**src/rtl/pipe_pkg.sv**
```systemverilog
// Shared pipeline-control definitions: hazard FSM states, register-specifier
// width and the hard-wired zero register number.
package pipe_pkg;

    localparam int unsigned REG_AW = 5;

    // Register 0 is hard-wired to zero, so writes to it never create a hazard.
    localparam logic [REG_AW-1:0] ZERO_REG = '0;

    typedef enum logic {
        RUN      = 1'b0,
        MEM_WAIT = 1'b1
    } pipe_state_e;

endpackage : pipe_pkg

```
**src/rtl/hazard_detect.sv**
```systemverilog
// Load-use hazard compare: flags an instruction in ID that reads the
// destination of a load currently in EX. Pure combinational so the same
// compare can be reused by the forwarding logic.
//
// Ports:
//   idex_memread  in   instruction in EX is a load
//   idex_rt       in   load destination register in EX
//   ifid_rs       in   source register 1 of the instruction in ID
//   ifid_rt       in   source register 2 of the instruction in ID
//   load_use      out  ID consumes the EX load result (stall required)
module hazard_detect #(
    parameter int unsigned AW = pipe_pkg::REG_AW
) (
    input  logic          idex_memread,
    input  logic [AW-1:0] idex_rt,
    input  logic [AW-1:0] ifid_rs,
    input  logic [AW-1:0] ifid_rt,
    output logic          load_use
);
    import pipe_pkg::*;

    // A load targeting the zero register produces nothing to wait for.
    always_comb begin
        load_use = idex_memread
                 && (idex_rt != AW'(ZERO_REG))
                 && ((idex_rt == ifid_rs) || (idex_rt == ifid_rt));
    end

endmodule : hazard_detect

```
**src/rtl/hazard_stall_ctrl.sv**
```systemverilog
// Hold/flush control for the IF/ID buffer and PC register. Stalls one cycle
// on a load-use hazard, freezes the whole pipe while data memory is busy
// (with a timeout that sets a sticky error), and defers taken-branch flushes
// that arrive while the front end is held.
//
// Optional feature macro: HAZ_STATS_EN adds saturating stall/flush counters.
//
// Ports:
//   clk, rst_n     in   clock, asynchronous active-low reset
//   idex_memread   in   instruction in EX is a load
//   idex_rt        in   load destination register in EX
//   ifid_rs        in   source register 1 of instruction in ID
//   ifid_rt        in   source register 2 of instruction in ID
//   branch_taken   in   ID resolved a taken branch/jump this cycle
//   dmem_req       in   MEM stage issues a data-memory access this cycle
//   dmem_ready     in   data memory completes the access this cycle
//   IFIDWrite      out  1 = IF/ID buffer loads, 0 = holds (combinational)
//   PCWrite        out  1 = PC updates, 0 = holds (combinational)
//   ctrl_bubble    out  1 = zero ID/EX control (combinational)
//   ifid_flush     out  1 = IF/ID buffer loads a NOP (combinational)
//   pipe_freeze    out  1 = EX/MEM and MEM/WB hold (combinational)
//   mem_err        out  sticky memory-wait timeout flag (registered)
//   stall_cnt      out  [HAZ_STATS_EN] cycles with IFIDWrite==0, saturating
//   flush_cnt      out  [HAZ_STATS_EN] ifid_flush pulses, saturating
module hazard_stall_ctrl #(
    parameter int unsigned REG_AW      = pipe_pkg::REG_AW,
    parameter int unsigned MEM_TIMEOUT = 64,
    parameter int unsigned CNT_W       = 16
) (
    input  logic              clk,
    input  logic              rst_n,
    input  logic              idex_memread,
    input  logic [REG_AW-1:0] idex_rt,
    input  logic [REG_AW-1:0] ifid_rs,
    input  logic [REG_AW-1:0] ifid_rt,
    input  logic              branch_taken,
    input  logic              dmem_req,
    input  logic              dmem_ready,
    output logic              IFIDWrite,
    output logic              PCWrite,
    output logic              ctrl_bubble,
    output logic              ifid_flush,
    output logic              pipe_freeze,
    output logic              mem_err
`ifdef HAZ_STATS_EN
    ,
    output logic [CNT_W-1:0]  stall_cnt,
    output logic [CNT_W-1:0]  flush_cnt
`endif
);
    import pipe_pkg::*;

    localparam int unsigned WCW = $clog2(MEM_TIMEOUT + 1);
    localparam logic [WCW-1:0] WAIT_LAST = WCW'(MEM_TIMEOUT - 1);

    pipe_state_e    state_q, state_nxt;
    logic [WCW-1:0] wait_q, wait_nxt;
    logic           flush_pend_q, flush_pend_nxt;
    logic           mem_err_q, mem_err_nxt;
    logic           load_use;

    // Load-use compare against the instruction sitting in ID.
    hazard_detect #(
        .AW (REG_AW)
    ) u_hazard_detect (
        .idex_memread (idex_memread),
        .idex_rt      (idex_rt),
        .ifid_rs      (ifid_rs),
        .ifid_rt      (ifid_rt),
        .load_use     (load_use)
    );

    // State, wait counter, pending flush and sticky error registers.
    always_ff @(posedge clk or negedge rst_n) begin
        if (!rst_n) begin
            state_q      <= RUN;
            wait_q       <= '0;
            flush_pend_q <= 1'b0;
            mem_err_q    <= 1'b0;
        end else begin
            state_q      <= state_nxt;
            wait_q       <= wait_nxt;
            flush_pend_q <= flush_pend_nxt;
            mem_err_q    <= mem_err_nxt;
        end
    end

    // Next state and zero-latency control outputs.
    // Priority: memory freeze > load-use stall > branch flush.
    always_comb begin
        state_nxt      = state_q;
        wait_nxt       = wait_q;
        flush_pend_nxt = flush_pend_q;
        mem_err_nxt    = mem_err_q;
        IFIDWrite      = 1'b1;
        PCWrite        = 1'b1;
        ctrl_bubble    = 1'b0;
        ifid_flush     = 1'b0;
        pipe_freeze    = 1'b0;

        case (state_q)
            RUN: begin
                if (dmem_req && !dmem_ready) begin
                    IFIDWrite   = 1'b0;
                    PCWrite     = 1'b0;
                    pipe_freeze = 1'b1;
                    state_nxt   = MEM_WAIT;
                    wait_nxt    = WCW'(1);
                    if (branch_taken) begin
                        flush_pend_nxt = 1'b1;
                    end
                end else if (load_use) begin
                    IFIDWrite   = 1'b0;
                    PCWrite     = 1'b0;
                    ctrl_bubble = 1'b1;
                    // The branch still resolved; its flush waits for a free cycle.
                    if (branch_taken) begin
                        flush_pend_nxt = 1'b1;
                    end
                end else if (branch_taken || flush_pend_q) begin
                    ifid_flush     = 1'b1;
                    flush_pend_nxt = 1'b0;
                end
            end

            MEM_WAIT: begin
                IFIDWrite   = 1'b0;
                PCWrite     = 1'b0;
                pipe_freeze = 1'b1;
                if (branch_taken) begin
                    flush_pend_nxt = 1'b1;
                end
                // The ready cycle itself stays frozen; release shows next cycle.
                if (dmem_ready) begin
                    state_nxt = RUN;
                    wait_nxt  = '0;
                end else if (wait_q == WAIT_LAST) begin
                    mem_err_nxt = 1'b1;
                    state_nxt   = RUN;
                    wait_nxt    = '0;
                end else begin
                    wait_nxt = wait_q + WCW'(1);
                end
            end

            default: begin
                state_nxt = RUN;
                wait_nxt  = '0;
            end
        endcase
    end

    assign mem_err = mem_err_q;

`ifdef HAZ_STATS_EN
    localparam logic [CNT_W-1:0] CNT_MAX = '1;

    // Saturating statistics counters.
    always_ff @(posedge clk or negedge rst_n) begin
        if (!rst_n) begin
            stall_cnt <= '0;
            flush_cnt <= '0;
        end else begin
            if (!IFIDWrite && (stall_cnt != CNT_MAX)) begin
                stall_cnt <= stall_cnt + CNT_W'(1);
            end
            if (ifid_flush && (flush_cnt != CNT_MAX)) begin
                flush_cnt <= flush_cnt + CNT_W'(1);
            end
        end
    end
`else
    // Statistics disabled; CNT_W only sizes the optional counters.
    logic [CNT_W-1:0] unused_stats;
    assign unused_stats = '0;
`endif

endmodule : hazard_stall_ctrl

```
**config.mk**
```make
export PLATFORM = sky130hd
export DESIGN_NAME = hazard_stall_ctrl
export DESIGN_NICKNAME = d
export VERILOG_FILES = /design/src/rtl/pipe_pkg.sv /design/src/rtl/hazard_detect.sv /design/src/rtl/hazard_stall_ctrl.sv
export SDC_FILE = /design/constraint.sdc
export NUM_CORES = 1
export LEC_CHECK = 0
export CAP_MARGIN = 20
export CORE_MARGIN = 2
export CORE_UTILIZATION = 41
export DETAILED_ROUTE_END_ITERATION = 10
export PLACE_DENSITY = 0.82
export SYNTH_ARGS = -nofsm -noshare
export SYNTH_HDL_FRONTEND = slang
export SYNTH_HIERARCHICAL = 1
export SYNTH_SLANG_ARGS = --single-unit
```
**constraint.sdc**
```tcl
create_clock -name clk -period 2 [get_ports clk]
set_input_delay 0.4 -clock clk [delete_from_list [all_inputs] [get_ports clk]]
set_output_delay 0.4 -clock clk [all_outputs]
set_load 0.02 [all_outputs]
```
**Word-level counts from Yosys, hierarchy flattened**

Index checks and enable logic that the tools add are counted.

- Flip-flop bits (word level): 10
- Input port bits: 21
- Output and inout bits: 6
- Word-level logic and storage cells: 44

- $add $sub $neg: 1
- Eq/ne operators: 5
- Multiplexer cells: 24
- Bitwise gates (word level): 2
- Reduce and logical (&&, ||, !) cells: 8

Operators with widths:

| kind | count |
|---|---|
| two-way mux 7 bit | 3 |
| two-way mux 1 bit | 16 |
| case mux 7 bit (2 select lines) | 1 |
| == test 5 bit | 2 |
| case mux 1 bit (2 select lines) | 4 |
| adder 7 x 1 -> 7 bit, second input constant | 1 |
| == test 7 x 6 -> 1 bit, second input constant | 1 |
| nonzero test 5 bit | 1 |
| inequality test 4 bit, second input constant | 1 |
| logical AND 1 bit | 3 |
| AND reduction 3 bit | 1 |
| logical OR 1 bit | 2 |
| inequality test 2 bit, second input constant | 1 |
| inverter 1 bit | 2 |
| logical NOT 1 bit | 1 |

**Logic depth before layout (Yosys ltp)**

Gate-level depths: netlist (run 1).

- Depth after elaboration: 6
- Depth in mapped cells: 6
- Depth with buffers taken out: 6

**By module**

Netlist (run 1), hierarchy kept.

Modules (own cells, without submodules):

| module | times used | cells an instance | area an instance (sq um) | sequential area each (sq um) |
|---|---|---|---|---|
| hazard_stall_ctrl | 1 | 51 | 520.5 | 250.2 |
| hazard_detect | 1 | 17 | 125.1 | 0.0 |

**Worst setup path before layout (run 1)**

No wires, ideal clock.

- Path type: input -> output
- Start point: in idex_rt[1]
- End point: out PCWrite
- Data arrival time: 1.684 ns
- Data required time: 1.600 ns
- Path slack: -0.084 ns
- Cell stages on the path: 5
- Path buffers: 1
- Cells stage by stage: or4_1 o21ai_1 a21oi_1 nor2_1 buf_4

- Cells in the longest elaborated chain, start to end: 6
- Elaborated cells between the ends (all ways): 9
- Classes of those cells: eq/ne (2); mux (3); reduce/logical (4)

Ends and longest elaborated chain:

| item | line | source |
|---|---|---|
| from (decl) | hazard_stall_ctrl.sv:33 | `input logic [REG_AW-1:0] idex_rt,` |
| == test 5 bit or nonzero test 5 bit (tied branches) | hazard_detect.sv:26, hazard_detect.sv:25 |  |
| logical OR 1 bit or logical AND 1 bit (tied branches) | hazard_detect.sv:26, hazard_detect.sv:25 |  |
| logical AND 1 bit * | hazard_detect.sv:26 | `&& ((idex_rt == ifid_rs) \|\| (idex_rt == ifid_rt));` |
| via load_use | hazard_stall_ctrl.sv:60 | `logic load_use;` |
| two-way mux 1 bit * (2 in series) | -- |  |
| case mux 1 bit (2 select lines) * | -- |  |
| to (decl) | hazard_stall_ctrl.sv:40 | `output logic PCWrite,` |

The timed path passes the listed nets; every way through them passes the cells marked *.

**Worst setup path after layout (run 1)**

- Start point: in ifid_rs[4]
- End point: out ctrl_bubble

- Cells in the longest elaborated chain, start to end: 6

Ends and longest elaborated chain:

| item | line | source |
|---|---|---|
| from (decl) | hazard_stall_ctrl.sv:34 | `input logic [REG_AW-1:0] ifid_rs,` |
| == test 5 bit | hazard_detect.sv:26 |  |
| logical OR 1 bit | hazard_detect.sv:26 |  |
| logical AND 1 bit | hazard_detect.sv:26 |  |
| via load_use | hazard_stall_ctrl.sv:60 |  |
| two-way mux 1 bit | hazard_stall_ctrl.sv:112 | `end else if (load_use) begin` |
| two-way mux 1 bit | hazard_stall_ctrl.sv:103 | `if (dmem_req && !dmem_ready) begin` |
| two-way mux 1 bit | hazard_stall_ctrl.sv:101 | `case (state_q)` |
| to (decl) | hazard_stall_ctrl.sv:41 | `output logic ctrl_bubble,` |

The timed path passes the listed nets, and every way through them passes these cells.

==> results of run 1 <==
synthesized netlist by cell type (2+ instances only):
| cell | n | area, sq um |
|---|---|---|
| xor2_1 | 8 | 70.1 |
| xnor2_1 | 5 | 43.8 |
| dfrtp_1 | 10 | 250 |
| nor2_1 | 6 | 22.5 |
| o21ai_1 | 2 | 10.0 |
| nand3_1 | 3 | 15.0 |
| nor2b_1 | 2 | 12.5 |
| o21ai_0 | 3 | 15.0 |
| nand2_1 | 4 | 15.0 |
| nor3_1 | 3 | 15.0 |
per-layer routing:
metal | global-route usage [%] | up-vias
met5 | 0 | -
met4 | 5.45 | 0
met3 | 6.25 | 0
met2 | 38.5 | 18
met1 | 25.0 | 302
li1 | - | 317
timing repair:
action / CTS / global route
resized for setup: 64 / 11
cloned: 0 / 0
hold buffers: 0 / 0
setup endpoints to repair: 5 / 5
pin swaps: 16 / 5
area by class of cell:
| cell class | count | share of cell area (%) |
|---|---|---|
| repair buffers | 37 | 31.3 |
| multi-input cells | 55 | 40.6 |
| flip-flops and latches | 10 | 23.7 |
| well taps | 16 | 1.90 |
| clock buffers | 3 | 2.13 |
| inverters | 1 | 0.355 |
registers in the layout (all words and copies together) (netlist names):
signal and flops:
state_q 1, flush_pend_q 1, mem_err 1, wait_q 7
power by group:
group / switching [mW] / internal [mW]
Sequential: 0.0103 / 0.214
Combinational: 0.0796 / 0.0921
Clock: 0.0607 / 0.0691
worst max-delay path by stage:
| stage | from | cells after the start | endpoint |
|---|---|---|---|
| 2_1_floorplan | idex_rt[1] | 5 | PCWrite |
| 3_3_place_gp | idex_rt[4] | 6 | ifid_flush |
| 3_5_place_dp | idex_rt[4] | 6 | ifid_flush |
| 4_1_cts | idex_rt[4] | 6 | PCWrite |
| 5_1_grt | ifid_rs[4] | 7 | ctrl_bubble |
| 6_report | ifid_rs[4] | 7 | ctrl_bubble |
logic make-up after synthesis:
logic type,count (synthesis),share of synthesized area (%)
DFF,10,38.8
buffers and inverters,3,3.49
muxes,1,1.55
xor gates and xnor gates,13,17.6
and+or+nand+nor,28,24.2
AOI/OAI and AO/OA,12,12.4
adders and majority gates,1,1.94
worst max-delay path, stage by stage:
cell	delay, ns
clkdlybuf4s15_1	0.17
xor2_1	0.15
nor3_2	0.23
nand3_2	0.13
a21oi_4	0.23
and2_4	0.17
buf_6	0.11
metrics by stage:
stage          hold slack, ns  cells  utilization, %  power (mW)
6_report                0.451    122            70.9       0.525
5_1_grt                 0.481    122            70.9       0.555
4_1_cts                 0.451    122            68.8       0.522
3_5_place_dp            0.477    119            67.0       0.394
3_3_place_gp            0.454    119            67.0       0.388
2_1_floorplan           0.104     68               -       0.298
==> run summary, run 1 <==
Outcome -> finished clean
CTS tree -> done
Worst setup EP type -> primary output
Area Overhead vs Synth -> 63.6%
Overflow after GRT -> 0
Worst setup margin -> 0.00890 ns
Synth warn -> 6
Length of routed met2 wiring -> 954 um
Register area share after synthesis -> 38.8%
Nets -> 130
Worst-margin pin slew -> 0.456 ns
Starting Density -> 43.4%
Required @ worst endpoint -> 1.60 ns
Avg Cell Area, Syn -> 9.49 sq um
Wire per inst -> 14.7 um
Vias in the first global route -> 631
Syn nets -> 90
Power density cells -> 498 nW/um^2
Worst hold path class -> in -> async
Setup TNS Final -> 0 ns
# fillers -> 116
Hold Violations, Final -> 0
Final Cycle Share -> 99.6%
Routability cong. -> 0.826
Clk Latency, worst-skew pair -> 0.26 ns
Synthesized cell area -> 646 sq um
Max Used Layer -> met3
Arr. time, crit path -> 1.59 ns
Vias per cell -> 5.22
Pin count of the biggest net entering global routing -> 11
Critical path class -> in -> out
Reg2reg start -> wait_q[0]
All-Layer GR Usage -> 21.6%
Met3 Routed Length -> 79 um
Reg2reg end -> wait_q[6]
Unrepaired setup endpoints after global routing -> yes
Via count -> 637
First-pass GRT wire length -> 2910 um
Boundary Pins -> 27
Crit path max fanout -> 3
Main synth FF type -> dfrtp_1
Clock Sinks -> 10
Core area -> 1490 sq um
Port bufs -> 26
DR pass1 iterations -> 4
Share of layout cells above drive strength 1 -> 35.8%
Post-route minimum period -> 1.99 ns
Post-DRT Antenna Nets -> 0
Die ar. -> 1910 sq um
Initial antenna violation count -> 0
R2r worst-path depth -> 4
Max-cap violation count -> 0
Post-synth ARST share -> 100%
Syn Inst Count -> 68
FF+latch count, synth -> 10
Maximum clock rate -> 0.502 GHz
Post-DP HPWL -> 1410 um
Ant. Diodes -> 0
Storage cell area -> 250 sq um
Post-route cell area -> 1060 sq um
DP Worst Slack -> -0.880 ns
Pleak -> 0.489 nW
Met1 wire length -> 764 um
H-tree depth -> 1
Dpl cell area -> 997 sq um
Final setup viols -> 0
Total wire length -> 1800 um
Flop2flop setup slack -> 0.67 ns
Max Transition Viols Final -> 0
Commonest non-fill, non-tap cell in the layout -> buf_4
Die Width -> 43.7 um
Post-synth EDFFs -> 0
Multi-input gate area -> 429 sq um
CTS Buf Count -> 3
# Post-CTS Setup Buffers -> 0
Die height -> 43.7 um
Drt drc -> 0
Most frequent cells in the layout -> 12 x buf_4, 10 x dfrtp_1, 8 x xor2_1, 6 x clkdlybuf4s50_1
Clock skew -> 0.00820 ns
Clk buf depth -> 2
Relative slew slack -> 69.5%
Synth unique cells -> 32
Clk root buf -> clkbuf_4
Critical path startpoint category -> primary input
Iter 0 DRT Violations -> 18
VDD IR max -> 0.000341 V
Worst-path clk slew -> 0.06 ns
Row count -> 14
Power figures use the tool's default switching activity.
==> run 2, diff against run 1 <==
CAP_MARGIN = 40   (was 20)
==> results of run 2 <==
Final layout, timing and power as in run 1 (identical DEF).
